### src/rtl/result_drain_if.sv
// Stream/SRAM bundle for result_drain_ctrl: control in, SRAM read port,
// and the lane-serialised valid/ready output stream.
interface result_drain_if #(
  parameter int ADDRESSSIZE    = 10,
  parameter int PARTIAL_SUM_BW = 20,
  parameter int MATRIX_SIZE    = 8
);
  localparam int LANE_W = (MATRIX_SIZE > 1) ? $clog2(MATRIX_SIZE) : 1;

  logic                                  start;
  logic [ADDRESSSIZE-1:0]                base_addr;
  logic [ADDRESSSIZE:0]                  num_rows;
  logic                                  rd_en;
  logic [ADDRESSSIZE-1:0]                rd_addr;
  logic [MATRIX_SIZE*PARTIAL_SUM_BW-1:0] rd_data;
  logic                                  out_valid;
  logic                                  out_ready;
  logic [PARTIAL_SUM_BW-1:0]             out_data;
  logic [LANE_W-1:0]                     out_lane;
  logic                                  out_last;
  logic                                  busy;
  logic                                  done;

  modport master (
    input  start, base_addr, num_rows, rd_data, out_ready,
    output rd_en, rd_addr, out_valid, out_data, out_lane, out_last, busy, done
  );

  modport slave (
    output start, base_addr, num_rows, rd_data, out_ready,
    input  rd_en, rd_addr, out_valid, out_data, out_lane, out_last, busy, done
  );
endinterface

### src/rtl/result_drain_ctrl.sv
// Drains a range of results-SRAM rows onto a one-lane-per-beat valid/ready stream.
// Optional `RESULT_DRAIN_RELU_EN clamps negative lanes to zero on the output.
module result_drain_ctrl #(
  parameter int ADDRESSSIZE    = 10,
  parameter int PARTIAL_SUM_BW = 20,
  parameter int MATRIX_SIZE    = 8
) (
  input logic            clk,
  input logic            rst,
  result_drain_if.master bus
);
  localparam int ROW_W  = MATRIX_SIZE * PARTIAL_SUM_BW;
  localparam int LANE_W = (MATRIX_SIZE > 1) ? $clog2(MATRIX_SIZE) : 1;
  localparam logic [LANE_W-1:0] LAST_LANE = LANE_W'(MATRIX_SIZE - 1);

  typedef enum logic [2:0] {
    IDLE = 3'd0,
    READ = 3'd1,
    WAIT = 3'd2,
    SEND = 3'd3,
    FIN  = 3'd4
  } state_t;

  state_t                  state_r;
  logic [ADDRESSSIZE-1:0]  row_addr_r;
  logic [ADDRESSSIZE:0]    rows_left_r;
  logic [ROW_W-1:0]        shift_r;
  logic [LANE_W-1:0]       lane_r;
  logic                    rd_en_r;
  logic                    out_valid_r;
  logic                    out_last_r;
  logic                    busy_r;
  logic                    done_r;
  logic                    beat_s;
  logic                    last_row_s;
  logic [LANE_W-1:0]       lane_next_s;

  function automatic logic [PARTIAL_SUM_BW-1:0] lane_out(input logic [PARTIAL_SUM_BW-1:0] v);
`ifdef RESULT_DRAIN_RELU_EN
    lane_out = v[PARTIAL_SUM_BW-1] ? {PARTIAL_SUM_BW{1'b0}} : v;
`else
    lane_out = v;
`endif
  endfunction

  assign beat_s      = out_valid_r & bus.out_ready;
  assign last_row_s  = (rows_left_r == (ADDRESSSIZE+1)'(1));
  assign lane_next_s = lane_r + LANE_W'(1);

  // Drain FSM; every output is a register so the stream holds still under backpressure.
  always_ff @(posedge clk or posedge rst) begin
    if (rst) begin
      state_r     <= IDLE;
      row_addr_r  <= '0;
      rows_left_r <= '0;
      shift_r     <= '0;
      lane_r      <= '0;
      rd_en_r     <= 1'b0;
      out_valid_r <= 1'b0;
      out_last_r  <= 1'b0;
      busy_r      <= 1'b0;
      done_r      <= 1'b0;
    end else begin
      case (state_r)
        IDLE: begin
          done_r      <= 1'b0;
          out_valid_r <= 1'b0;
          out_last_r  <= 1'b0;
          if (bus.start) begin
            busy_r <= 1'b1;
            if (bus.num_rows != '0) begin
              row_addr_r  <= bus.base_addr;
              rows_left_r <= bus.num_rows;
              rd_en_r     <= 1'b1;
              state_r     <= READ;
            end else begin
              rd_en_r <= 1'b0;
              state_r <= FIN;
            end
          end else begin
            busy_r  <= 1'b0;
            rd_en_r <= 1'b0;
          end
        end
        READ: begin
          rd_en_r <= 1'b0;
          state_r <= WAIT;
        end
        WAIT: begin
          shift_r     <= bus.rd_data;
          lane_r      <= '0;
          out_valid_r <= 1'b1;
          out_last_r  <= (MATRIX_SIZE == 1) && last_row_s;
          state_r     <= SEND;
        end
        SEND: begin
          if (beat_s) begin
            if (lane_r == LAST_LANE) begin
              out_valid_r <= 1'b0;
              out_last_r  <= 1'b0;
              if (last_row_s) begin
                rows_left_r <= '0;
                done_r      <= 1'b1;
                state_r     <= FIN;
              end else begin
                // Address wraps naturally at 2^ADDRESSSIZE; that is a legal range.
                rows_left_r <= rows_left_r - (ADDRESSSIZE+1)'(1);
                row_addr_r  <= row_addr_r + ADDRESSSIZE'(1);
                rd_en_r     <= 1'b1;
                state_r     <= READ;
              end
            end else begin
              shift_r    <= shift_r >> PARTIAL_SUM_BW;
              lane_r     <= lane_next_s;
              out_last_r <= (lane_next_s == LAST_LANE) && last_row_s;
            end
          end else begin
            out_valid_r <= 1'b1;
          end
        end
        FIN: begin
          // Zero-length requests arrive with done low and spend one extra cycle here.
          if (done_r) begin
            done_r  <= 1'b0;
            busy_r  <= 1'b0;
            state_r <= IDLE;
          end else begin
            done_r <= 1'b1;
          end
        end
        default: begin
          rd_en_r     <= 1'b0;
          out_valid_r <= 1'b0;
          out_last_r  <= 1'b0;
          busy_r      <= 1'b0;
          done_r      <= 1'b0;
          state_r     <= IDLE;
        end
      endcase
    end
  end

  assign bus.rd_en     = rd_en_r;
  assign bus.rd_addr   = row_addr_r;
  assign bus.out_valid = out_valid_r;
  assign bus.out_data  = lane_out(shift_r[PARTIAL_SUM_BW-1:0]);
  assign bus.out_lane  = lane_r;
  assign bus.out_last  = out_last_r;
  assign bus.busy      = busy_r;
  assign bus.done      = done_r;
endmodule

### src/flat_wrapper.sv
// flat-port wrapper written by rule: the top's interface ports become plain ports
module result_drain_ctrl_flat 
#(
  parameter int ADDRESSSIZE    = 10,
  parameter int PARTIAL_SUM_BW = 20,
  parameter int MATRIX_SIZE    = 8
)
  (clk, rst, bus_start, bus_base_addr, bus_num_rows, bus_rd_data, bus_out_ready, bus_rd_en, bus_rd_addr, bus_out_valid, bus_out_data, bus_out_lane, bus_out_last, bus_busy, bus_done);
  result_drain_if #(.ADDRESSSIZE(ADDRESSSIZE), .PARTIAL_SUM_BW(PARTIAL_SUM_BW), .MATRIX_SIZE(MATRIX_SIZE)) bus_i ();
  input logic clk;
  input logic rst;
  input wire logic [$bits(bus_i.start)-1:0] bus_start;
  input wire logic [$bits(bus_i.base_addr)-1:0] bus_base_addr;
  input wire logic [$bits(bus_i.num_rows)-1:0] bus_num_rows;
  input wire logic [$bits(bus_i.rd_data)-1:0] bus_rd_data;
  input wire logic [$bits(bus_i.out_ready)-1:0] bus_out_ready;
  output wire logic [$bits(bus_i.rd_en)-1:0] bus_rd_en;
  output wire logic [$bits(bus_i.rd_addr)-1:0] bus_rd_addr;
  output wire logic [$bits(bus_i.out_valid)-1:0] bus_out_valid;
  output wire logic [$bits(bus_i.out_data)-1:0] bus_out_data;
  output wire logic [$bits(bus_i.out_lane)-1:0] bus_out_lane;
  output wire logic [$bits(bus_i.out_last)-1:0] bus_out_last;
  output wire logic [$bits(bus_i.busy)-1:0] bus_busy;
  output wire logic [$bits(bus_i.done)-1:0] bus_done;
  assign bus_i.start = bus_start;
  assign bus_i.base_addr = bus_base_addr;
  assign bus_i.num_rows = bus_num_rows;
  assign bus_i.rd_data = bus_rd_data;
  assign bus_i.out_ready = bus_out_ready;
  assign bus_rd_en = bus_i.rd_en;
  assign bus_rd_addr = bus_i.rd_addr;
  assign bus_out_valid = bus_i.out_valid;
  assign bus_out_data = bus_i.out_data;
  assign bus_out_lane = bus_i.out_lane;
  assign bus_out_last = bus_i.out_last;
  assign bus_busy = bus_i.busy;
  assign bus_done = bus_i.done;
  result_drain_ctrl #(.ADDRESSSIZE(ADDRESSSIZE), .PARTIAL_SUM_BW(PARTIAL_SUM_BW), .MATRIX_SIZE(MATRIX_SIZE)) u_core (.clk(clk), .rst(rst), .bus(bus_i));
endmodule
### config.mk
export PLATFORM = sky130hd
export DESIGN_NAME = result_drain_ctrl_flat
export DESIGN_NICKNAME = d
export VERILOG_FILES = /design/src/rtl/result_drain_if.sv /design/src/rtl/result_drain_ctrl.sv /design/src/flat_wrapper.sv
export SDC_FILE = /design/constraint.sdc
export NUM_CORES = 1
export LEC_CHECK = 0
export CAP_MARGIN = 20
export CORE_ASPECT_RATIO = 1.25
export CORE_UTILIZATION = 30
export DETAILED_ROUTE_END_ITERATION = 10
export SLEW_MARGIN = 20
export SYNTH_ARGS = -nofsm -noshare
export SYNTH_HDL_FRONTEND = slang
export SYNTH_SLANG_ARGS = --single-unit
### constraint.sdc
create_clock -name clk -period 9.1 [get_ports clk]
set_clock_uncertainty 0.15 [all_clocks]
set_input_delay 1.82 -clock clk [delete_from_list [all_inputs] [get_ports clk]]
set_output_delay 1.82 -clock clk [all_outputs]
set_load 0.02 [all_outputs]
==> results.yml <==
status:
  outcome: "complete, no violations"
final_layout:
  final_cell_mix: "nand2_1, clkdlybuf4s50_1, dfrtp_1"
  final_nets: 1441
  fillers: 3068
  ff_latch_area_um2: 4800
  final_common_cell: "nand2_1"
  drive_gt1_frac: 0.0356
  finalCoreUtilization: 0.408
  area_growth_pct: 32.2
  multi_input_area_um2: 3810
route:
  antenna_left: 0
  dr.pass1.iters: 5
  wl_per_cell_um: 15.4
  drtIter0Drc: 505
  via_per_inst: 4.76
  via_count: 7918
  drc_errors: 0
  drt_wl_total_mm: 25.6
clock_tree:
  cts_buffers: 17
  insertion_delay_ns: 0.43
  cts_buffer_depth: 2
  postCtsSetupBuffers: 0
  cts_root_buf: "clkbuf_16"
  ctsHtreeMaxLevel: 4
  clk_pin_slew_ns: 0.08
  clock-sinks: 192
  ctsResizeCount: 0
  cts_tree: "yes"
  cts-hold-fix-buffers: 0
grt:
  first_global_vias: 7402
  grt_pass1_wl_mm: 40.5
  gr-total-overflow: 0
  antenna_found_initial: 4
  grt_usage: 0.167
  grt_start_max_net_pins: 186
critical_path:
  start_kind: "input port"
  crit_slowest_cell: "buf_4"
  rr_startpoint: "u_core.bus.out_lane[0]$_DFFE_PP0P_"
  r2r_cells: 7
  path_cells: "clkdlybuf4s50_1 -> nand2_1 -> o21ai_0 -> and2_4 -> buf_4 -> nor2_1 -> a31oi_1"
  slowest_delay_ns: 0.93
  critPathKind: "input port to register"
  rr_endpoint: "u_core.shift_r[38]$_DFFE_PP0P_"
  cp.arrival_ns: 4.63
  critPathRequiredTime_ns: 9.31
  cp_max_fo: 114
  reg2reg_slack_ns: 5.79
  cp-end-kind: "register"
floorplanning:
  core_area_um2: 29500
  ios: 223
  fp.dieW_um: 158
  die-area_um2: 31000
  fp.dieH_um: 197
  initial_core_util: 0.308
  rows: 70
place:
  preCtsSetupSlack_ns: 4.25
  gp_congestion: 0.784
  portBuffers: 222
  dpl.hpwl_mm: 16.8
timing:
  fmax_mhz: 226
  slew_viol_final: 0
  worst_slack_ns: 4.68
  finalSetupTns_ns: 0
  whs_ns: 0.321
  hold_viol: 0
  tightest_slew_ns: 1.02
  finalSetupViolCount: 0
  max_slew_margin: 0.320
  rsz0062_at_grt: "false"
  fin_crit_ns: 4.42
  period_share: 0.486
synthesis:
  syn-mean-instance-area_um2: 8.23
  postSynthCellCount: 1106
  syn_nets: 1297
  synthesis.area_um2: 9100
  ys_types: 48
  ys_warn_count: 0
  synth-seq-cells: 192
  ys_seq_area_frac: 0.528
run:
  max_cap_violations: 0
hold_path:
  min_path_type: "register to register"
  min_from: "u_core.shift_r[153]$_DFFE_PP0P_"
  min_to: "u_core.shift_r[153]$_DFFE_PP0P_"
  min_path_cells: 2
power:
  p_per_area_nw_per_um2: 347
  p_total_mw: 4.17
  peakVddDrop_mv: 0.186
  p_leak_nw: 5.08
==> synthesized netlist by cell type, drive strengths merged <==
| cell type | n | area (um^2) |
|---|---|---|
| o2bb2ai | 6 | 52.6 |
| o21a | 3 | 22.5 |
| xnor2 | 1 | 8.76 |
| ha | 6 | 75.1 |
| inv | 6 | 22.5 |
| o21ai | 25 | 125 |
| nand2 | 355 | 1330 |
| nand3b | 2 | 15.0 |
| and4 | 1 | 8.76 |
| mux2i | 1 | 10.0 |
| nand3 | 25 | 125 |
| nor2 | 153 | 574 |
| and3 | 2 | 12.5 |
| and2 | 1 | 6.26 |
| o211ai | 1 | 7.51 |
| a21boi | 1 | 7.51 |
| or3 | 4 | 25.0 |
| and3b | 1 | 8.76 |
| nor3 | 14 | 70.1 |
| nor4 | 5 | 31.3 |
| nand4 | 2 | 12.5 |
| a22oi | 1 | 7.51 |
| dfrtp | 192 | 4800 |
| or2 | 1 | 6.26 |
| o211a | 2 | 20.0 |
| clkbuf | 77 | 289 |
| a41o | 1 | 10.0 |
| o31ai | 5 | 42.5 |
| a21oi | 22 | 110 |
| a2bb2oi | 1 | 8.76 |
| a21o | 2 | 15.0 |
| or4 | 2 | 18.8 |
| buf | 26 | 190 |
| o22ai | 5 | 31.3 |
| nor3b | 2 | 15.0 |
| o31a | 1 | 8.76 |
| a31o | 1 | 8.76 |
| nor2b | 1 | 6.26 |
| mux2 | 1 | 11.3 |
| a22o | 5 | 43.8 |
| a31oi | 142 | 888 |
| or4b | 1 | 10.0 |
==> how the worst max path moves through the flow <==
stage,cells past startpoint,slack [ns],to,start
3_3_place_gp,7,4.25,u_core.shift_r[151]$_DFFE_PP0P_,bus_out_ready
4_1_cts,7,4.72,u_core.shift_r[39]$_DFFE_PP0P_,bus_out_ready
5_1_grt,7,4.36,u_core.shift_r[98]$_DFFE_PP0P_,bus_out_ready
3_5_place_dp,6,4.25,u_core.shift_r[134]$_DFFE_PP0P_,bus_out_ready
2_1_floorplan,1,1.90,u_core.bus.busy$_DFFE_PP0P_,rst
6_report,7,4.68,u_core.shift_r[38]$_DFFE_PP0P_,bus_out_ready
==> sequential cells by signal (all words and copies together) (netlist names) <==
signal and flops:
u_core.bus.done 1, u_core.bus.rd_en 1, u_core.state_r 3, u_core.bus.out_lane 3, u_core.bus.rd_addr 10, u_core.bus.out_last 1, u_core.bus.out_valid 1, u_core.rows_left_r 11
u_core.bus.busy 1, u_core.shift_r 160
==> routing by layer <==
layer / up-vias / global-route usage / share of wire
li1: 4031 / - / -
met1: 3677 / 0.231 / 0.47
met2: 187 / 0.258 / 0.47
met3: 23 / 0.0328 / 0.046
met4: 0 / 0.0618 / 0.019
met5: - / 0 / 0
==> through the flow <==
| stage | instance area, um^2 | cells |
|---|---|---|
| 2_1_floorplan | 9100 | 1106 |
| 3_3_place_gp | 11400 | 1627 |
| 3_5_place_dp | 11400 | 1627 |
| 4_1_cts | 12000 | 1659 |
| 5_1_grt | 12000 | 1663 |
| 6_report | 12000 | 1664 |
==> area by class of cell <==
type	instances	share of cell area
timing repair buffer	228	0.190
clock inverter	12	0.0118
antenna	5	0.00104
sequential	192	0.399
multi-input combinational	805	0.317
tap	396	0.0412
inverter	6	0.00250
clock buffer	20	0.0380
==> critical path: cells and delay by family <==
kind                   cells  cell delay, ns
AND/OR/NAND/NOR            3            0.91
buffers and inverters      2            1.40
AO/OA/AOI/OAI              2            0.42
==> logic make-up (layout without fill, tap and decap cells) <==
kind of cell | count (synthesis) | after routing | share of synthesized area
adders and majority gates | 6 | 6 | 0.00825
muxes | 2 | 2 | 0.00234
and+or+nand+nor | 572 | 572 | 0.250
xor gates and xnor gates | 1 | 1 | 0.000963
DFF | 192 | 192 | 0.528
buffers and inverters | 109 | 266 | 0.0551
other | 0 | 5 | 0
AOI/OAI and AO/OA | 224 | 224 | 0.155
==> power by group <==
part	internal [mW]	switching [mW]	total, mW
clock network	0.406	0.367	0.773
registers	1.25	0.227	1.47
logic	0.716	1.21	1.92
(Power assumes the default switching activity.)
==> variant 1: new RTL, same settings <==
`ADDRESSSIZE` is set to 10 in 3 places; all go to 11.
--- a/src/rtl/result_drain_if.sv
+++ b/src/rtl/result_drain_if.sv
@@ -1,7 +1,7 @@
 // Stream/SRAM bundle for result_drain_ctrl: control in, SRAM read port,
 // and the lane-serialised valid/ready output stream.
 interface result_drain_if #(
-  parameter int ADDRESSSIZE    = 10,
+  parameter int ADDRESSSIZE    = 11,
   parameter int PARTIAL_SUM_BW = 20,
   parameter int MATRIX_SIZE    = 8
 );
--- a/src/rtl/result_drain_ctrl.sv
+++ b/src/rtl/result_drain_ctrl.sv
@@ -1,7 +1,7 @@
 // Drains a range of results-SRAM rows onto a one-lane-per-beat valid/ready stream.
 // Optional `RESULT_DRAIN_RELU_EN clamps negative lanes to zero on the output.
 module result_drain_ctrl #(
-  parameter int ADDRESSSIZE    = 10,
+  parameter int ADDRESSSIZE    = 11,
   parameter int PARTIAL_SUM_BW = 20,
   parameter int MATRIX_SIZE    = 8
 ) (
--- a/src/flat_wrapper.sv
+++ b/src/flat_wrapper.sv
@@ -1,7 +1,7 @@
 // flat-port wrapper written by rule: the top's interface ports become plain ports
 module result_drain_ctrl_flat 
 #(
-  parameter int ADDRESSSIZE    = 10,
+  parameter int ADDRESSSIZE    = 11,
   parameter int PARTIAL_SUM_BW = 20,
   parameter int MATRIX_SIZE    = 8
 )
Ports: changed (resized bus_base_addr, bus_num_rows and bus_rd_addr); port bits go from 223 to 226. No check against the original RTL was run, so the function may have changed too.
==> variant 1 against the unedited design <==
  * Clock power shrank 2%
  * Power shrank 21%
  * Die area grew 2.6%
  * Sequential share of layout area shrank 0.35 points
  * Setup slack gained 48 ps
  * Area after synthesis grew 2.6%
  * Routed wire length grew 2.2%
  * Design area grew 1.9%
  * First-iteration DRC count grew 28%
  * Sequential cell count grew 2
==> variant 1: results <==
group,metric,value,unit
yosys,synth_xor_area_frac,0.000938,
critical_path,cp_max_fo,206,
layout,nClkBuffers,18,
global_routing,use_met3,0.0247,
routing,drt-initial-drc-count,647,
place,gp_congestion,0.848,
clock_network,clockBufferDepth,2,
global_routing,grt_pass1_wl,41600,um
layout,buffers_excl_clock,234,
routing,vias,8206,
routing,wl_met2,12300,um
power,power_leakage,5.11,nW
critical_path,cp.arrival,4590,ps
power,clkPwrFrac,0.231,
timing,slew_headroom,0.358,
clock_network,post-cts-setup-buffers,0,
layout,nets,1465,
yosys,synth_fa_ha_area_frac,0.00804,
routing,wl,26100,um
power,ir_drop,0.000130,V
layout,regArea,4850,um^2
critical_path,max_stage_delay,600,ps
clock_network,clock_latency,450,ps
layout,final_layout_size_suffix_gt1_frac,0.0428,
yosys,yosysUniqueCellTypes,50,
layout,design.seq.count,194,
global_routing,use_met1,0.229,
global_routing,grt_max_degree,273,
yosys,synth-compound-area-share,0.155,
layout,fin_cells,1687,
yosys,synth.area.top_cells,"dfrtp_1, nand2_1, a31oi_1",
yosys,postSynthAreaPerCell,8.32,um^2
layout,multi_input_gates,816,
global_routing,grt_usage,0.166,
power,p_comb_frac,0.343,
global_routing,grt_pass1_vias,7697,
layout,n_fill_cell,3096,
layout,n_all_inverters,9,
routing,wl_met1,12000,um
yosys,syn-num-nets,1315,
layout,buf_share,0.192,
timing,slew_viol_final,0,
critical_path,crit_slowest_cell,"a21oi_4",
status,status,"finished, final reports clean",
global_routing,antenna_found_initial,1,
yosys,synth_mux_area_frac,0.00335,
place,io_buffers,225,
layout,multi_input_area_share,0.321,
variant 1: path summary, 6_finish.rpt:
check / start / endpoint / slack [ps] / cells after the start
max reg2reg: u_core.state_r[0]$_DFFE_PP0P_ / u_core.state_r[2]$_DFFE_PP0P_ / 5260 / 5
min: u_core.shift_r[140]$_DFFE_PP0P_ / u_core.shift_r[140]$_DFFE_PP0P_ / 320 / 2
max in group asynchronous: rst / u_core.shift_r[120]$_DFFE_PP0P_ / 5510 / 3
min reg2reg: u_core.shift_r[140]$_DFFE_PP0P_ / u_core.shift_r[140]$_DFFE_PP0P_ / 320 / 2
min in group asynchronous: rst / u_core.shift_r[42]$_DFFE_PP0P_ / 1770 / 2
max: bus_out_ready / u_core.shift_r[34]$_DFFE_PP0P_ / 4730 / 8
variant 1: metrics by stage:
step	utilization	setup slack [ps]	hold slack, ps
after floorplan	-	1850	289
after global placement	0.383	4400	298
after detailed placement	0.383	4340	306
after CTS	0.403	4830	323
after global routing	0.404	4490	334
final	0.404	4730	319
==> variant 2: new RTL, same settings <==
Made on the original files. Encoding of `state_t`: now one-hot (5 bits for 5 states).
--- a/src/rtl/result_drain_ctrl.sv
+++ b/src/rtl/result_drain_ctrl.sv
@@ -13,12 +13,12 @@
   localparam int LANE_W = (MATRIX_SIZE > 1) ? $clog2(MATRIX_SIZE) : 1;
   localparam logic [LANE_W-1:0] LAST_LANE = LANE_W'(MATRIX_SIZE - 1);
 
-  typedef enum logic [2:0] {
-    IDLE = 3'd0,
-    READ = 3'd1,
-    WAIT = 3'd2,
-    SEND = 3'd3,
-    FIN  = 3'd4
+  typedef enum logic [4:0] {
+    IDLE = 5'b00001,
+    READ = 5'b00010,
+    WAIT = 5'b00100,
+    SEND = 5'b01000,
+    FIN  = 5'b10000
   } state_t;
 
   state_t                  state_r;
Formal check against the unedited RTL: no difference found for any inputs over 4 cycles, from zero or initial values and one cycle with rst high; so few cycles prove little.
==> variant 2 against the unedited design <==
  * Setup slack better by 460 ps
  * Largest power group is now registers
  * Sequential power is 6% higher
  * Non-clock buffer count is 2 higher
  * Sequential cell count is 2 higher
  * Design area is 3.6% higher
  * Power is 19% lower
  * Area after synthesis is 3.7% higher
  * Routed wire length is 5.3% lower
  * Die area is 3.6% higher
==> variant 2: results <==
group,metric,value,unit
global_routing,use_met2,0.246,
critical_path,cp.arrival,4090,ps
routing,wl_per_cell,15.6,um
global_routing,grt_max_degree,301,
layout,nets,1317,
timing,hold_ws,319,ps
layout,n_all_inverters,11,
yosys,yosysUniqueCellTypes,55,
routing,wl_met1,11000,um
layout,multi_input_gates,672,
routing,drt-pass1-iter-count,4,
yosys,synth_fa_ha_area_frac,0.00796,
critical_path,worstRegToRegCells,6,
layout,buffers_excl_clock,230,
timing,tightestPinTransition,1100,ps
layout,buf_share,0.187,
global_routing,grt_pass1_wl,38900,um
power,power_leakage,5.75,nW
critical_path,cp_top_family,"simple AND/OR/NAND/NOR gates",
layout,final_layout_size_suffix_gt1_frac,0.0466,
critical_path,max_stage_delay,660,ps
power,p_comb,1.01,mW
routing,drt-initial-drc-count,399,
power,clkPwrFrac,0.232,
status,status,"finished, final reports clean",
yosys,synth_top_family_by_area,"multiplexers",
critical_path,ff2ff_setup_slack,5610,ps
critical_path,cp_max_fo,212,
routing,routed_via_density,4.67,
routing,wl_met3,1060,um
routing,wl_met2,11600,um
yosys,synth.area.top_cells,"dfrtp_1, mux2i_1, o21ai_0",
floorplanning,tap_cells,407,
-- variant 2: cell types whose count changed after synthesis, sizes merged, moves of 6 or more --
| cell | change |
|---|---|
| a21oi | -11 |
| o2bb2ai | -6 |
| nor2 | -130 |
| clkbuf | -29 |
| mux2i | +142 |
| buf | +16 |
| a31oi | -137 |
| a2bb2oi | +7 |
| nand2 | -153 |
| o21ai | +134 |
-- variant 2: how the worst max path moves through the flow --
| stage | start | endpoint | cells after the start |
|---|---|---|---|
| 3_3_place_gp | bus_out_ready | u_core.shift_r[34]$_DFFE_PP0P_ | 7 |
| 6_report | bus_out_ready | u_core.shift_r[86]$_DFFE_PP0P_ | 8 |
| 3_5_place_dp | bus_out_ready | u_core.shift_r[86]$_DFFE_PP0P_ | 7 |
| 5_1_grt | bus_out_ready | u_core.shift_r[102]$_DFFE_PP0P_ | 8 |
| 4_1_cts | bus_out_ready | u_core.shift_r[86]$_DFFE_PP0P_ | 7 |
| 2_1_floorplan | rst | u_core.bus.busy$_DFFE_PP0P_ | 1 |
